**src/rtl/count_display.sv**
```systemverilog
// Four-digit multiplexed 7-segment display for a 16-bit stopwatch count (binary -> BCD via double-dabble).
// Define COUNT_DISPLAY_LZB_EN to blank leading zeros left of the decimal-point digit.
module count_display #(
  parameter int DIGIT_PERIOD = 100000,
  parameter int DP_DIGIT     = 2
) (
  input  logic        Clock,
  input  logic        Reset_n,
  input  logic [15:0] Count,
  output logic [6:0]  Segments,
  output logic        Dp,
  output logic [3:0]  Anodes,
  output logic        Overflow
);

  localparam int             CW           = $clog2(DIGIT_PERIOD);
  localparam logic [CW-1:0]  REFRESH_LAST = CW'(DIGIT_PERIOD - 1);
  localparam bit             DP_EN        = (DP_DIGIT >= 0) && (DP_DIGIT < 4);
  localparam logic [1:0]     DP_IDX       = 2'(DP_DIGIT);
  localparam logic [3:0]     DIG_DASH     = 4'hA;

  typedef enum logic [1:0] {
    IDLE  = 2'd0,
    SHIFT = 2'd1,
    LOAD  = 2'd2
  } state_t;

  state_t           state_q;
  logic [15:0]      bin_q;
  logic [19:0]      bcd_q;
  logic [3:0]       iter_q;
  logic [3:0][3:0]  digits_q;
  logic             overflow_q;
  logic [15:0]      bcdAdj_d;

  logic [CW-1:0]    refreshCnt_q;
  logic [CW-1:0]    refreshCnt_d;
  logic [1:0]       digitIdx_q;
  logic [1:0]       digitIdx_d;
  logic [3:0]       blank_d;
  logic [3:0]       curDigit_d;

  function automatic logic [6:0] segEncode(input logic [3:0] digit);
    case (digit)
      4'd0:    segEncode = 7'b1000000;
      4'd1:    segEncode = 7'b1111001;
      4'd2:    segEncode = 7'b0100100;
      4'd3:    segEncode = 7'b0110000;
      4'd4:    segEncode = 7'b0011001;
      4'd5:    segEncode = 7'b0010010;
      4'd6:    segEncode = 7'b0000010;
      4'd7:    segEncode = 7'b1111000;
      4'd8:    segEncode = 7'b0000000;
      4'd9:    segEncode = 7'b0010000;
      DIG_DASH: segEncode = 7'b0111111;
      default: segEncode = 7'b1111111;
    endcase
  endfunction

  // The ten-thousands digit never exceeds 4 before its final shift, so only the low four need the add-3.
  always_comb begin
    bcdAdj_d = bcd_q[15:0];
    for (int i = 0; i < 4; i++) begin
      if (bcd_q[4*i +: 4] >= 4'd5) begin
        bcdAdj_d[4*i +: 4] = bcd_q[4*i +: 4] + 4'd3;
      end
    end
  end

  always_ff @(posedge Clock or negedge Reset_n) begin
    if (!Reset_n) begin
      state_q    <= IDLE;
      bin_q      <= '0;
      bcd_q      <= '0;
      iter_q     <= '0;
      digits_q   <= '0;
      overflow_q <= 1'b0;
    end else begin
      case (state_q)
        IDLE: begin
          bin_q   <= Count;
          bcd_q   <= '0;
          iter_q  <= '0;
          state_q <= SHIFT;
        end
        SHIFT: begin
          bcd_q  <= {bcd_q[18:16], bcdAdj_d, bin_q[15]};
          bin_q  <= {bin_q[14:0], 1'b0};
          iter_q <= iter_q + 4'd1;
          if (iter_q == 4'd15) begin
            state_q <= LOAD;
          end
        end
        LOAD: begin
          if (bcd_q[19:16] != 4'd0) begin
            overflow_q <= 1'b1;
            digits_q   <= {4{DIG_DASH}};
          end else begin
            overflow_q <= 1'b0;
            digits_q   <= bcd_q[15:0];
          end
          state_q <= IDLE;
        end
        default: state_q <= IDLE;
      endcase
    end
  end

  always_comb begin
    refreshCnt_d = refreshCnt_q + 1'b1;
    digitIdx_d   = digitIdx_q;
    if (refreshCnt_q == REFRESH_LAST) begin
      refreshCnt_d = '0;
      digitIdx_d   = digitIdx_q + 2'd1;
    end
  end

`ifdef COUNT_DISPLAY_LZB_EN
  // A digit is blanked only when it and everything left of it is zero, and it lies left of the decimal point.
  always_comb begin
    logic leftZero;
    leftZero = 1'b1;
    blank_d  = '0;
    for (int i = 3; i >= 1; i--) begin
      leftZero   = leftZero && (digits_q[i] == 4'd0);
      blank_d[i] = leftZero && (!DP_EN || (i > DP_DIGIT));
    end
  end
`else
  assign blank_d = '0;
`endif

  assign curDigit_d = digits_q[digitIdx_d];

  always_ff @(posedge Clock or negedge Reset_n) begin
    if (!Reset_n) begin
      refreshCnt_q <= '0;
      digitIdx_q   <= '0;
      Anodes       <= 4'b1111;
      Segments     <= 7'h7F;
      Dp           <= 1'b1;
    end else begin
      refreshCnt_q <= refreshCnt_d;
      digitIdx_q   <= digitIdx_d;
      Anodes       <= ~(4'b0001 << digitIdx_d);
      Segments     <= blank_d[digitIdx_d] ? 7'h7F : segEncode(curDigit_d);
      Dp           <= !(DP_EN && (digitIdx_d == DP_IDX) && !overflow_q);
    end
  end

  assign Overflow = overflow_q;

endmodule

```
**config.mk**
```make
export PLATFORM = sky130hd
export DESIGN_NAME = count_display
export DESIGN_NICKNAME = d
export VERILOG_FILES = /design/src/rtl/count_display.sv
export SDC_FILE = /design/constraint.sdc
export NUM_CORES = 1
export LEC_CHECK = 0
export BUFFER_PORTS_ARGS = -buffer_cell sky130_fd_sc_hd__buf_4
export CORE_UTILIZATION = 45
export CTS_CLUSTER_DIAMETER = 50
export DETAILED_ROUTE_END_ITERATION = 10
export GPL_TIMING_DRIVEN = 0
export PLACE_DENSITY_LB_ADDON = 0.1
export SETUP_SLACK_MARGIN = 0.15
export SYNTH_ARGS = -nofsm -noshare
export SYNTH_HDL_FRONTEND = slang
export SYNTH_SLANG_ARGS = --single-unit
```
**constraint.sdc**
```tcl
create_clock -name Clock -period 2.4 [get_ports Clock]
set_input_delay 0.24 -clock Clock [delete_from_list [all_inputs] [get_ports Clock]]
set_output_delay 0.24 -clock Clock [all_outputs]
set_load 0.005 [all_outputs]
```
==> summary.md, run 1 <==
| Metric | Value |
|---|---|
| Gpl congestion | `0.7748` |
| Reg2reg setup slack | `approximately 0.033 ns` |
| Tot GR Track Use | `between 20% and 30%` |
| First-pass GRT wire length | `between 15000 and 20000 µm` |
| Drt wl/cell | `14.48 µm` |
| Seq cells post-synth | `90` |
| Clock power frac | `a little under a quarter` |
| # diodes | `0` |
| Post-Syn Nets | `459` |
| RR Startpoint | `refreshCnt_q[6]$_DFF_PN0_` |
| Slowest stage delay, CP | `0.44 ns` |
| Router iterations before antenna repair | `4` |
| Port Buf Inserts | `30` |
| Synth Area per Inst | `10.25 µm²` |
| Die ar. | `10190 µm²` |
| Via density | `5.163` |
| Setup CP Type | `reg -> reg` |
| Worst IR Drop VDD | `346.0 µV` |
| Number of global-route vias before repair | `~3200` |
| Syn Inst Count | `430` |
| Switching Fraction | `a little under a third` |
| Worst slew pin tran | `about 1.1 ns` |
| Internal Power | `2.890 mW` |
| Async S/R FF share, synth | `100.0%` |
| CTS tree | `done` |
| Pwr/cell area | `820.0 nW/µm²` |
| Sink Count | `90` |
| Seq/Total Area, Yosys | `51.43%` |
| Warnings, synthesis | `0` |
| R2R cell count | `9` |
| Root buf cell | `clkbuf_8` |
| Crit path cell chain | `nor4bb_1, and4_4, buf_6, buf_12, mux2_4, a211o_1, clkinv_2, ha_4, o221ai_2` |
| Finished Core Util | `roughly 55%` |
| Setup slack after placement | `-0.07677 ns` |
| Sequential power share | `47.6%` |
| RSZ-0062 raised after global routing | `yes` |
| Core Region | `9371 µm²` |
| Crit path max fanout | `7` |
| Die Ht | `101.0 µm` |
| Initial DRC Count | `86` |
| Post-DP HPWL | `between 6000 and 7000 µm` |
| Filler cells | `866` |
| CTS clk-pin slew, worst paths | `0.09 ns` |
| Worst path bufs/invs | `3` |
| Clk_lat worst skew | `0.36 ns` |
| WP data required | `2.68 ns` |
| Hold crit path type | `in -> async` |
| Startpoint types | `register` |
| Slew headroom | `26.38%` |
| Post-route ant nets | `0` |
| Fin crit period | `2.367 ns` |
| Initial Utilization | `47.04%` |
| Reg2reg end | `Segments[3]$_DFF_PN1_` |
| Tcrit/Tclk final | `a little over nine tenths` |
| Share of cells above drive strength 1 | `21.27%` |
| Skew final | `0.01114 ns` |
| Final WS setup | `0.03259 ns` |
| TritonCTS Buffers | `9` |
| Top Ports | `31` |
| H-Tree Level Count | `3` |
| Max-cap violation count | `0` |
| Hold violation count in the final report | `0` |
| Status | `completed` |
| Vias | `~3200` |
| Initial antenna violation count | `0` |
| Max Fclk | `0.4224 GHz` |
| Total wire length | `8947 µm` |
| Sw Pwr | `between 1 and 1.5 mW` |
| Clk buf depth | `2` |
| CP max stage cell | `dfrtp_1` |
| Combinational power share | `29.4%` |
| DRC | `0` |
| Total power | `4.209 mW` |
| Die W | `101.0 µm` |
| Multi-input logic area | `2032 µm²` |
| Leakage | `2.403 nW` |
| GRT overflow | `0` |
| Pin count of the biggest net entering global routing | `91` |
| Top delay family on crit path | `simple AND/OR/NAND/NOR gates` |
| Finish-stage setup viols | `0` |
| Pins Over Slew Limit | `0` |
| EDFF count, synth | `0` |
| Area grow syn2layout | `16.43%` |
| Dominant synthesized flop cell | `dfrtp_1` |
| Yosys cell types | `between 40 and 50` |
| Cell Area, Synth | `4408 µm²` |
| Storage element area | `2267 µm²` |
| Crit end category | `register` |
| FP Rows | `35` |
| Fin nets | `513` |
| Critical Path AT | `2.64 ns` |
## worst register-to-register path: stages (launching register included)
cell      delay (ns)
dfrtp_1         0.44
nor4bb_1        0.29
and4_4          0.25
buf_6           0.13
buf_12          0.12
mux2_4          0.29
a211o_1         0.31
clkinv_2        0.09
ha_4            0.20
o221ai_2        0.16
## state kept, by name, summed over array words and instances, names as in the netlist
name and flops:
iter_q 4, digits_q 16, Overflow 1, digitIdx_q 2, state_q 2, Dp 1
bin_q 16, Segments 7, Anodes 4, refreshCnt_q 17, bcd_q 20
## how the worst max path moves through the flow
stage / from / endpoint / slack [ns] / cells past startpoint
finish: refreshCnt_q[6]$_DFF_PN0_ / Segments[3]$_DFF_PN1_ / 0.03 / 9
global route: refreshCnt_q[1]$_DFF_PN0_ / Segments[3]$_DFF_PN1_ / -0.05 / 10
CTS: refreshCnt_q[0]$_DFF_PN0_ / Segments[3]$_DFF_PN1_ / 0.01 / 10
detailed placement: refreshCnt_q[0]$_DFF_PN0_ / Segments[3]$_DFF_PN1_ / -0.08 / 10
global placement: refreshCnt_q[0]$_DFF_PN0_ / Segments[3]$_DFF_PN1_ / -0.07 / 10
floorplan: refreshCnt_q[0]$_DFF_PN0_ / Segments[3]$_DFF_PN1_ / 0.09 / 10
## routing by layer
metal | vias to the layer above | global-route usage [%] | wire length [µm]
li1 | 1576 | - | -
met1 | 1555 | 27.55 | 4364
met2 | 49 | 31.93 | 4179
met3 | 11 | 3.953 | 284
met4 | 0 | 6.466 | 119
met5 | - | 0 | 0
## power groups by stage
stage | Combinational [mW] | Clock, mW | Sequential [mW]
floorplan | 0.826 | 0 | 1.98
global placement | 1.08 | 0 | 2.02
detailed placement | 1.11 | 0 | 2.03
CTS | 1.17 | 1.00 | 2.00
global route | 1.40 | 1.06 | 2.04
finish | 1.24 | 0.970 | 2.00
## through the flow
stage / std cells / instance area, µm² / hold slack [ns] / TNS, ns
2_1_floorplan: 430 / 4428 / -0.05559 / 0
3_3_place_gp: 589 / 4815 / 0.4608 / -0.1254
3_5_place_dp: 589 / 4815 / 0.4697 / -0.1717
4_1_cts: 612 / 5067 / 0.1263 / 0
5_1_grt: 618 / 5132 / 0.1615 / -0.1679
6_report: 618 / 5132 / 0.08201 / 0
## cell usage in the layout, fill, tap and decap left out, types with 3 or more instances in the layout
master / instances
a211o_1: 3
buf_6: 3
dfrtp_1: 78
mux2i_1: 23
ha_1: 9
o31ai_1: 5
clkinv_2: 3
and3_1: 3
nand2_1: 62
buf_1: 4
nand4_1: 3
nand2b_1: 12
nor3_1: 5
mux2_4: 5
clkbuf_1: 15
nor2b_1: 8
inv_1: 11
buf_4: 41
xor2_1: 13
clkbuf_8: 11
mux2_2: 3
nor3b_1: 9
a21oi_1: 12
nor2_1: 27
nand3_1: 11
a22o_1: 5
o22a_1: 4
xnor2_1: 12
o21ai_0: 43
dfstp_2: 12
## layout make-up
cell class / instances / share of cell area, %
plain buffers: 23 / 2.340
flip-flops and latches: 90 / 44.17
repair buffers: 43 / 6.314
inverters: 12 / 0.9020
clock buffers: 12 / 3.023
multi-input cells: 305 / 39.59
well taps: 129 / 3.145
clock inverters: 4 / 0.5119
## cells in the mapped netlist (5+ instances only)
library cell / number / area (µm²)
a21oi_1: 12 / 60.06
a22o_1: 5 / 43.79
clkbuf_1: 15 / 56.30
dfrtp_1: 78 / 1952
dfstp_2: 12 / 315.3
ha_1: 11 / 137.6
inv_1: 11 / 41.29
mux2i_1: 23 / 230.2
nand2_1: 62 / 232.7
nand2b_1: 12 / 75.07
nand3_1: 11 / 55.05
nor2_1: 28 / 105.1
nor2b_1: 9 / 56.30
nor3_1: 5 / 25.02
nor3b_1: 9 / 67.56
o21ai_0: 43 / 215.2
o31ai_1: 5 / 37.54
xnor2_1: 12 / 105.1
xor2_1: 13 / 113.9
## logic make-up after synthesis
kind of cell / Yosys count / synth area share [%]
compound gates: 84 / 12.09
xor+xnor: 26 / 5.336
fa+ha+maj: 11 / 3.122
buf+inv: 35 / 3.718
flops: 90 / 51.43
mux: 31 / 7.437
simple gates: 153 / 16.86
## timing repair
item | CTS | global route
gates resized for setup | 5 | 7
gates cloned | 0 | 1
pin swaps | 5 | 9
hold buffers | 0 | 0
setup buffers | 7 | 5
endpoints found under the setup margin | 7 | 12
No activity file was read; power rests on OpenSTA's default activity.
==> inputs of run 2 (changes only) <==
==> constraint.sdc (replaced) <==
create_clock -name Clock -period 2.13 [get_ports Clock]
set_input_delay 0.213 -clock Clock [delete_from_list [all_inputs] [get_ports Clock]]
set_output_delay 0.213 -clock Clock [all_outputs]
set_load 0.005 [all_outputs]
==> run 2 against run 1 <==
Net effect:
- the flow now finishes with violations (setup timing)
- clock skew rose by 0.0032 ns
- setup slack got worse by 0.24 ns
- core utilization increased by 0.73 points
- hold slack got worse by 0.031 ns
- clock power grew 22%
- combinational power is 12% higher
- global-route usage about the same
- count of clock-buffer cells in the layout unchanged
- critical path depth is the same
- critical path type unchanged
- critical endpoint unchanged
==> summary.md, run 2 (synthesis results as in run 1) <==
| Metric | Value |
|---|---|
| Status | `finished, violations left` |
| Violated checks | `setup timing` |
| Die W | `101.0 µm` |
| Via density | `5.174` |
| Top flop regs | `bcd_q (20), refreshCnt_q (17)` |
| Top Ports | `31` |
| Reg2reg setup slack | `-0.20 ns` |
| First-pass GRT wire length | `15790 µm` |
| CTS clk-pin slew, worst paths | `0.09 ns` |
| Crit path max fanout | `7` |
| Pwr/cell area | `925.8 nW/µm²` |
| Port Buf Inserts | `30` |
| Filler cells | `846` |
| Fin crit period | `2.333 ns` |
| Setup CP Type | `reg -> reg` |
| Fin nets | `520` |
| Dpl cells | `589` |
| Commonest cells after routing, fill and taps aside | `dfrtp_1 (77), nand2_1 (62), buf_4 (49)` |
| Final cell count without fillers | `625` |
| Worst path bufs/invs | `3` |
| Initial Utilization | `between 40 and 50%` |
| Largest register FFs | `20` |
| Hold crit path type | `in -> async` |
| RSZ-0062 raised after global routing | `yes` |
| Vias | `3234` |
| Root buf cell | `clkbuf_8` |
| Initial DRC Count | `118` |
| GRT overflow | `0` |
| Finish-stage setup viols | `7` |
| Leakage | `2.435 nW` |
| Most common cell after layout, fill and taps aside | `dfrtp_1` |
| Sink Count | `90` |
| Fin Setup TNS | `-1.039 ns` |
| Core Region | `9371 µm²` |
| CTS tree | `done` |
| Startpoint types | `register` |
| Router iterations before antenna repair | `4` |
| Top delay family on crit path | `simple AND/OR/NAND/NOR gates` |
| WP data required | `about 2.4 ns` |
| Tcrit/Tclk final | `109.5%` |
| Clk_lat worst skew | `~0.36 ns` |
| Die ar. | `between 10000 and 15000 µm²` |
| FP Rows | `35` |
| Hold violation count in the final report | `0` |
| Max-cap violation count | `0` |
| H-Tree Level Count | `3` |
| Worst IR Drop VDD | `373.8 µV` |
| Initial antenna violation count | `0` |
| DRC | `0` |
| Slowest stage delay, CP | `0.45 ns` |
| Total wire length | `9182 µm` |
| Crit end category | `register` |
| # diodes | `0` |
| Drt wl/cell | `roughly 15 µm` |
| Skew final | `0.01432 ns` |
| Largest Register | `bcd_q` |
| Pins Over Slew Limit | `0` |
| Share of cells above drive strength 1 | `22.98%` |
| Die Ht | `~100 µm` |
| Gpl congestion | `0.7456` |
| Max Fclk | `0.4286 GHz` |
| CP max stage cell | `dfrtp_2` |
| Post-route ant nets | `0` |
| Worst slew pin tran | `1.115 ns` |
| Number of global-route vias before repair | `roughly 3300` |
| Slew headroom | `25.67%` |
| Area grow syn2layout | `18.00%` |
| Tot GR Track Use | `20.07%` |
| Pin count of the biggest net entering global routing | `91` |
| Critical Path AT | `2.61 ns` |
| Cts hold-fix bufs | `0` |
| Crit path cell chain | `nor4bb_1, and4_4, buf_6, buf_12, mux2_4, a211o_1, clkinv_2, ha_4, o221ai_2` |
| TritonCTS Buffers | `9` |
| Clk buf depth | `2` |
| Final WS setup | `-0.2031 ns` |
| Post-DP HPWL | `6161 µm` |
[run 2: metal layers]
metal,share of wire (%),up-vias,wire length (µm),GRT usage [%]
met5,0,-,0,0
met4,1.4,0,124,7.692
met3,3.5,12,323,2.705
met2,46,46,4179,30.87
met1,50,1582,4555,28.83
li1,-,1594,-,-
[run 2: area by class of cell]
| class | instances | area, µm² | area share, % |
|---|---|---|---|
| inverters | 12 | 46.29 | 0.8901 |
| plain buffers | 23 | 122.6 | 2.357 |
| clock buffers | 12 | 145.1 | 2.790 |
| multi-input cells | 305 | 2033 | 39.09 |
| well taps | 129 | 161.4 | 3.103 |
| repair buffers | 50 | 372.9 | 7.169 |
| clock inverters | 4 | 51.30 | 0.9863 |
| flip-flops and latches | 90 | 2268 | 43.61 |
[run 2: report_power, final]
| group | internal, mW | switching [mW] | leakage [nW] | total [mW] |
|---|---|---|---|---|
| Combinational | 0.727 | 0.661 | 1.20 | 1.39 |
| Clock | 0.579 | 0.597 | 0.0970 | 1.18 |
| Sequential | 2.04 | 0.216 | 1.14 | 2.25 |
| Total | 3.34 | 1.47 | 2.44 | 4.82 |
[run 2: final timing paths]
path                                           startpoint                   endpoint  cells after the start
max in group asynchronous                         Reset_n  refreshCnt_q[5]$_DFF_PN0_                      1
worst min register to register    digits_q[4]$_DFFE_PN0N_    digits_q[4]$_DFFE_PN0N_                      2
min in group Clock                               Count[0]       bin_q[0]$_DFFE_PN0P_                      3
worst min-delay path                              Reset_n      bcd_q[14]$_DFFE_PN0P_                      1
worst max-delay path            refreshCnt_q[5]$_DFF_PN0_      Segments[3]$_DFF_PN1_                      9
worst max register to register  refreshCnt_q[5]$_DFF_PN0_      Segments[3]$_DFF_PN1_                      9
[run 2: through the flow]
| step | hold slack, ns | worst slack (ns) | power (mW) | instance area (µm²) | util [%] |
|---|---|---|---|---|---|
| 3_5_place_dp | 0.4700 | -0.3281 | 3.545 | 4815 | 51.38 |
| 2_1_floorplan | -0.08259 | -0.1798 | 3.164 | 4428 | - |
| 3_3_place_gp | 0.4631 | -0.3180 | 3.491 | 4815 | 51.38 |
| 4_1_cts | 0.1089 | -0.1907 | 4.827 | 5129 | 54.73 |
| 6_report | 0.05097 | -0.2031 | 4.815 | 5201 | 55.50 |
| 5_1_grt | 0.1425 | -0.3150 | 5.129 | 5201 | 55.50 |
[run 2: repair_timing]
item	4_1_cts	5_1_grt
resized for setup	7	6
pin swaps	4	3
setup endpoints to repair	26	20
cloned	1	0
buffers inserted	12	7
